**config.mk**
```make
export PLATFORM = sky130hd
export DESIGN_NAME = imem_boot_loader
export DESIGN_NICKNAME = d
export VERILOG_FILES = /design/src/rtl/imem_boot_loader_pkg.sv /design/src/rtl/imem_boot_loader_word_assembler.sv /design/src/rtl/imem_boot_loader.sv
export SDC_FILE = /design/constraint.sdc
export NUM_CORES = 1
export LEC_CHECK = 0
export BUFFER_PORTS_ARGS = -buffer_cell sky130_fd_sc_hd__buf_2
export CORE_AREA = 5 5 111 139
export CTS_BUF_LIST = sky130_fd_sc_hd__clkbuf_16
export CTS_CLUSTER_SIZE = 12
export DETAILED_ROUTE_END_ITERATION = 8
export DIE_AREA = 0 0 116 144
export GPL_ROUTABILITY_DRIVEN = 0
export SLEW_MARGIN = 25
export SYNTH_ARGS = -nofsm -noshare
export SYNTH_HDL_FRONTEND = slang
export SYNTH_SLANG_ARGS = --single-unit
```
**constraint.sdc**
```tcl
create_clock -name clk -period 5.2 [get_ports clk]
set_clock_uncertainty 0.2 [all_clocks]
set_input_delay 0.26 -clock clk [delete_from_list [all_inputs] [get_ports clk]]
set_output_delay 0.26 -clock clk [all_outputs]
set_load 0.02 [all_outputs]
```
**src/rtl/imem_boot_loader_pkg.sv**
```systemverilog
// Shared types and constants for the instruction-memory boot loader.
package boot_pkg;

    typedef enum logic [2:0] {
        HDR,
        LOAD,
        CHK,
        DONE,
        ERR
    } boot_state_e;

    localparam int WORD_BYTES = 4;

endpackage

```
**src/rtl/imem_boot_loader_word_assembler.sv**
```systemverilog
// Packs accepted bytes little-endian into 32-bit words; pulses word_valid_o on the 4th byte.
module word_assembler
    import boot_pkg::*;
(
    input  logic        clk,
    input  logic        reset,
    input  logic        byte_valid_i,
    input  logic [7:0]  byte_data_i,
    output logic        word_valid_o,
    output logic [31:0] word_o
);

    localparam logic [1:0] LAST_IDX = 2'(WORD_BYTES - 1);

    logic [1:0]  byte_idx_q, byte_idx_d;
    logic [23:0] word_q, word_d;

    always_comb begin
        byte_idx_d = byte_idx_q;
        word_d     = word_q;
        if (byte_valid_i) begin
            byte_idx_d = byte_idx_q + 2'd1;
            case (byte_idx_q)
                2'd0:    word_d[7:0]   = byte_data_i;
                2'd1:    word_d[15:8]  = byte_data_i;
                2'd2:    word_d[23:16] = byte_data_i;
                default: word_d        = word_q;
            endcase
        end
    end

    // The top byte is never stored: the word is presented while it is on the bus.
    assign word_valid_o = byte_valid_i && (byte_idx_q == LAST_IDX);
    assign word_o       = {byte_data_i, word_q};

    always_ff @(posedge clk) begin
        if (!reset) begin
            byte_idx_q <= 2'd0;
            word_q     <= 24'd0;
        end else begin
            byte_idx_q <= byte_idx_d;
            word_q     <= word_d;
        end
    end

endmodule

```
**src/rtl/imem_boot_loader.sv**
```systemverilog
// Boot loader: receives a framed program byte stream, writes instruction memory,
// and releases the core only once the XOR checksum has matched.
module imem_boot_loader
    import boot_pkg::*;
#(
    parameter int ADDR_W = 8
) (
    input  logic              clk,
    input  logic              reset,
    input  logic              rx_valid,
    input  logic [7:0]        rx_data,
    output logic              rx_ready,
    output logic              imem_we,
    output logic [ADDR_W-1:0] imem_addr,
    output logic [31:0]       imem_wdata,
    output logic              core_run,
    output logic              load_done,
    output logic              load_err,
    output logic [ADDR_W:0]   words_loaded
);

    localparam logic [32:0] CAPACITY = 33'd1 << ADDR_W;

    boot_state_e       state_q, state_d;
    logic [ADDR_W:0]   count_q, count_d;
    logic [ADDR_W:0]   words_q, words_d;
    logic [31:0]       acc_q, acc_d;
    logic              we_q, we_d;
    logic [ADDR_W-1:0] addr_q, addr_d;
    logic [31:0]       wdata_q, wdata_d;

    logic              word_valid;
    logic [31:0]       word;

    assign rx_ready = (state_q == HDR) || (state_q == LOAD) || (state_q == CHK);

    word_assembler u_asm (
        .clk          (clk),
        .reset        (reset),
        .byte_valid_i (rx_valid && rx_ready),
        .byte_data_i  (rx_data),
        .word_valid_o (word_valid),
        .word_o       (word)
    );

    always_comb begin
        state_d = state_q;
        count_d = count_q;
        words_d = words_q;
        acc_d   = acc_q;
        we_d    = 1'b0;
        addr_d  = addr_q;
        wdata_d = wdata_q;
        case (state_q)
            HDR: begin
                if (word_valid) begin
                    if (word == 32'd0) begin
                        count_d = '0;
                        state_d = CHK;
                    end else if ({1'b0, word} > CAPACITY) begin
                        state_d = ERR;
                    end else begin
                        count_d = word[ADDR_W:0];
                        state_d = LOAD;
                    end
                end
            end
            LOAD: begin
                if (word_valid) begin
                    we_d    = 1'b1;
                    addr_d  = words_q[ADDR_W-1:0];
                    wdata_d = word;
                    words_d = words_q + 1'b1;
                    acc_d   = acc_q ^ word;
                    if (words_d == count_q) begin
                        state_d = CHK;
                    end
                end
            end
            CHK: begin
                if (word_valid) begin
                    state_d = (word == acc_q) ? DONE : ERR;
                end
            end
            default: state_d = state_q;
        endcase
    end

    always_ff @(posedge clk) begin
        if (!reset) begin
            state_q <= HDR;
            count_q <= '0;
            words_q <= '0;
            acc_q   <= 32'd0;
            we_q    <= 1'b0;
            addr_q  <= '0;
            wdata_q <= 32'd0;
        end else begin
            state_q <= state_d;
            count_q <= count_d;
            words_q <= words_d;
            acc_q   <= acc_d;
            we_q    <= we_d;
            addr_q  <= addr_d;
            wdata_q <= wdata_d;
        end
    end

    assign imem_we      = we_q;
    assign imem_addr    = addr_q;
    assign imem_wdata   = wdata_q;
    assign words_loaded = words_q;
    assign core_run     = (state_q == DONE);
    assign load_done    = (state_q == DONE);
    assign load_err     = (state_q == ERR);

endmodule

```
==> results.yml <==
logic_synthesis:
  ys_warn_count: 0
  syn_nets: 586
  syn_inst: 570
  syn_avg_cell_area_sq_um: 9.51
  syn_area_sq_mm: 0.00542
  synth_flop_cell: "dfxtp_1"
  synth.distinct_cells: 44
  synth_edf_count: 0
  synth_seq_cells: 120
  yosysSeqAreaShare_pct: 44.3
  async_flop_share_pct: 0
power_and_ir_drop:
  ir_drop_mv: 0.212
  p_seq_share_pct: 44.1
  totalPowerFinal_uw: 2150
  p_per_area_mw_per_mm2: 340
  p_clk_share_pct: 51.3
  power.internal_uw: 1670
  leakage_uw: 0.00254
  combPwrFrac_pct: 4.6
  p_sw_uw: 483
  p_sw_share_pct: 22.4
timing:
  period_minus_slack_ps: 2790
  grt_setup_unrepaired: "no"
  slew_headroom_pct: 43.0
  hold_ws_ps: 16.4
  finalHoldViolCount: 0
  maxSlewViolCount: 0
  setup_tns_ps: 0
  finalSetupViolations: 0
  fin_crit_sh_pct: 53.6
  fmaxAchievable_ghz: 0.359
  worst_pin_slew_ps: 855
drt:
  first_iter_violations: 166
  via_count: 4037
  ant_nets: 0
  routed_wl_um: 12900
  wire_per_inst_um: 15.8
  drc: 0
  avgViaCountPerCell: 4.96
  firstDrtPassIters: 4
floorplan:
  rows: 49
  ios: 65
  dieArea_sq_mm: 0.0167
  core-area_sq_mm: 0.0141
  die_w_um: 116
  die_height_um: 144
  start_util_pct: 38.4
critical_path:
  worstSetupStartpointType: "register"
  worst-setup-path-type: "reg -> reg"
  reg2reg_to: "words_loaded[7]"
  worst_path_max_delay_cell: "nand4_2"
  r2r-start: "u_asm.byte_idx_q[0]"
  timing.reg2reg.setup_slack_ps: 2410
  critPathMaxStageDelay_ps: 610
  critPathRequiredTime_ps: 5300
  cp_data_arrival_time_ps: 2890
  path_max_fanout: 27
  endpoint_kind: "register"
  rr_worst_depth: 7
  path_cells: "ha_1 > nand4_2 > buf_4 > nor3_1 > nand3_1 > xnor2_1 > and2_1"
grt:
  grt_max_degree: 62
  antenna_found_initial: 0
  gr-total-overflow: 0
  first_global_vias: 4007
  grt_pass1_wl_um: 21000
  grtUsageTotal_pct: 16.1
final_layout:
  regArea_sq_mm: 0.00240
  fillers: 1387
  layout-drive-gt1-share_pct: 17.0
  multi_input_area_sq_mm: 0.00280
  final_util_pct: 45.0
  antenna_cells: 0
  mostFrequentLayoutCell: "dfxtp_1"
  area.growth.synth_to_final_pct: 17.0
  final_cell_mix: "dfxtp_1, nand2_1, xnor2_1, buf_2, a21boi_0"
  finalNetCount: 639
cts:
  cts_buffers: 17
  cts_tree: "built"
  h-tree-depth: 4
  cts_hold_buf: 0
  cts_buffer_depth: 2
  cts_resized: 0
  clkTransAtPathRegs_ps: 60
  cts_setup_buffers: 0
  cts_root_buf: "clkbuf_16"
  cts_sinks: 120
  clk_latency_ps: 410
placed_design:
  io_buffer_count: 64
  hpwl_um: 9130
worst_hold_path:
  min_to: "u_asm.byte_idx_q[1]"
  whs_path_depth: 3
  worstHoldStart: "rx_valid"
  hold_class: "in -> reg"
outcome:
  status: "complete, no violations"
job:
  drv_cap: 0
-- layer usage --
layer / global-route usage [%] / part of all wire, %
met5: 0 / 0
met2: 28.5 / 52
met1: 18.7 / 42
met3: 4.48 / 4.5
met4: 5.07 / 1.5
-- cells by family (layout without fill, tap and decap cells) --
| logic type | count (synthesis) | count (layout) | share of synthesized area [%] |
|---|---|---|---|
| buffers and inverters | 37 | 103 | 4.13 |
| XOR/XNOR | 80 | 80 | 12.9 |
| AND/OR/NAND/NOR | 229 | 229 | 22.1 |
| AO/OA/AOI/OAI | 66 | 66 | 9.30 |
| multiplexers | 33 | 33 | 6.09 |
| adder cells (fa/ha/maj) | 5 | 5 | 1.15 |
| flip-flops | 120 | 120 | 44.3 |
-- stage by stage --
stage | instance area (sq um) | cells | setup slack (ps)
4_1_cts | 6340 | 814 | 2340
3_3_place_gp | 5780 | 782 | 2450
2_1_floorplan | 5420 | 570 | 3100
5_1_grt | 6340 | 814 | 2100
3_5_place_dp | 5780 | 782 | 2370
6_report | 6340 | 814 | 2410
-- critical path: cells and delay by family, from the launching register on --
family	cells	cell delay, ps
simple gates	4	1200
buf+inv	1	490
flops	1	390
fa+ha+maj	1	240
xor+xnor	1	150
-- state kept, by name (all words and copies together) (netlist names) --
name / count
u_asm.byte_idx_q: 2
count_q: 9
state_q: 3
imem_addr: 8
u_asm.word_q: 24
imem_wdata: 32
imem_we: 1
acc_q: 32
words_loaded: 9
-- worst max-delay path by stage --
stage / startpoint / end / slack [ps]
finish: u_asm.byte_idx_q[0] / words_loaded[7] / 2410
global route: state_q[1] / words_loaded[7] / 2100
CTS: u_asm.byte_idx_q[0] / words_loaded[7] / 2340
detailed placement: u_asm.byte_idx_q[0] / words_loaded[7] / 2370
global placement: u_asm.byte_idx_q[0] / words_loaded[7] / 2450
floorplan: words_loaded[0] / state_q[0] / 3100
-- Yosys cell counts (2+ instances only) --
cell type	count	area share (%)
clkbuf_1	17	1.2
mux2i_1	33	6.1
nand4b_1	2	0.32
nand4_1	12	1.4
a211oi_1	2	0.28
nor2_2	2	0.23
and2_1	40	4.6
buf_4	2	0.28
nand3_1	12	1.1
a21oi_2	2	0.32
nor2_1	3	0.21
buf_2	6	0.55
a21boi_1	3	0.42
and3_2	2	0.28
xnor2_1	72	12
clkbuf_8	4	1.0
nor2b_1	36	4.2
dfxtp_1	120	44
a21oi_1	2	0.18
nor3b_1	2	0.28
xor2_1	8	1.3
or3_1	2	0.23
o21a_1	4	0.55
nand2_1	94	6.5
inv_1	4	0.28
nor4_1	10	1.2
o21ai_0	3	0.28
nor3_1	6	0.55
buf_6	4	0.83
ha_1	5	1.2
a21boi_0	43	6.0
-- layout make-up --
cell class,count,area share [%]
Clock buffer,17,6.71
Clock inverter,15,2.15
Inverter,4,0.237
Multi-Input combinational cell,413,44.1
Sequential cell,120,37.9
Tap cell,178,3.51
Timing Repair Buffer,67,5.41
-- power groups by stage --
stage	logic, uW	clock network (uW)	registers [uW]
3_5_place_dp	99.8	0	969
3_3_place_gp	97.9	0	968
6_report	99.1	1100	950
4_1_cts	100	1130	949
2_1_floorplan	72.9	0	963
5_1_grt	109	1170	951
No activity file was read; power rests on OpenSTA's default activity.
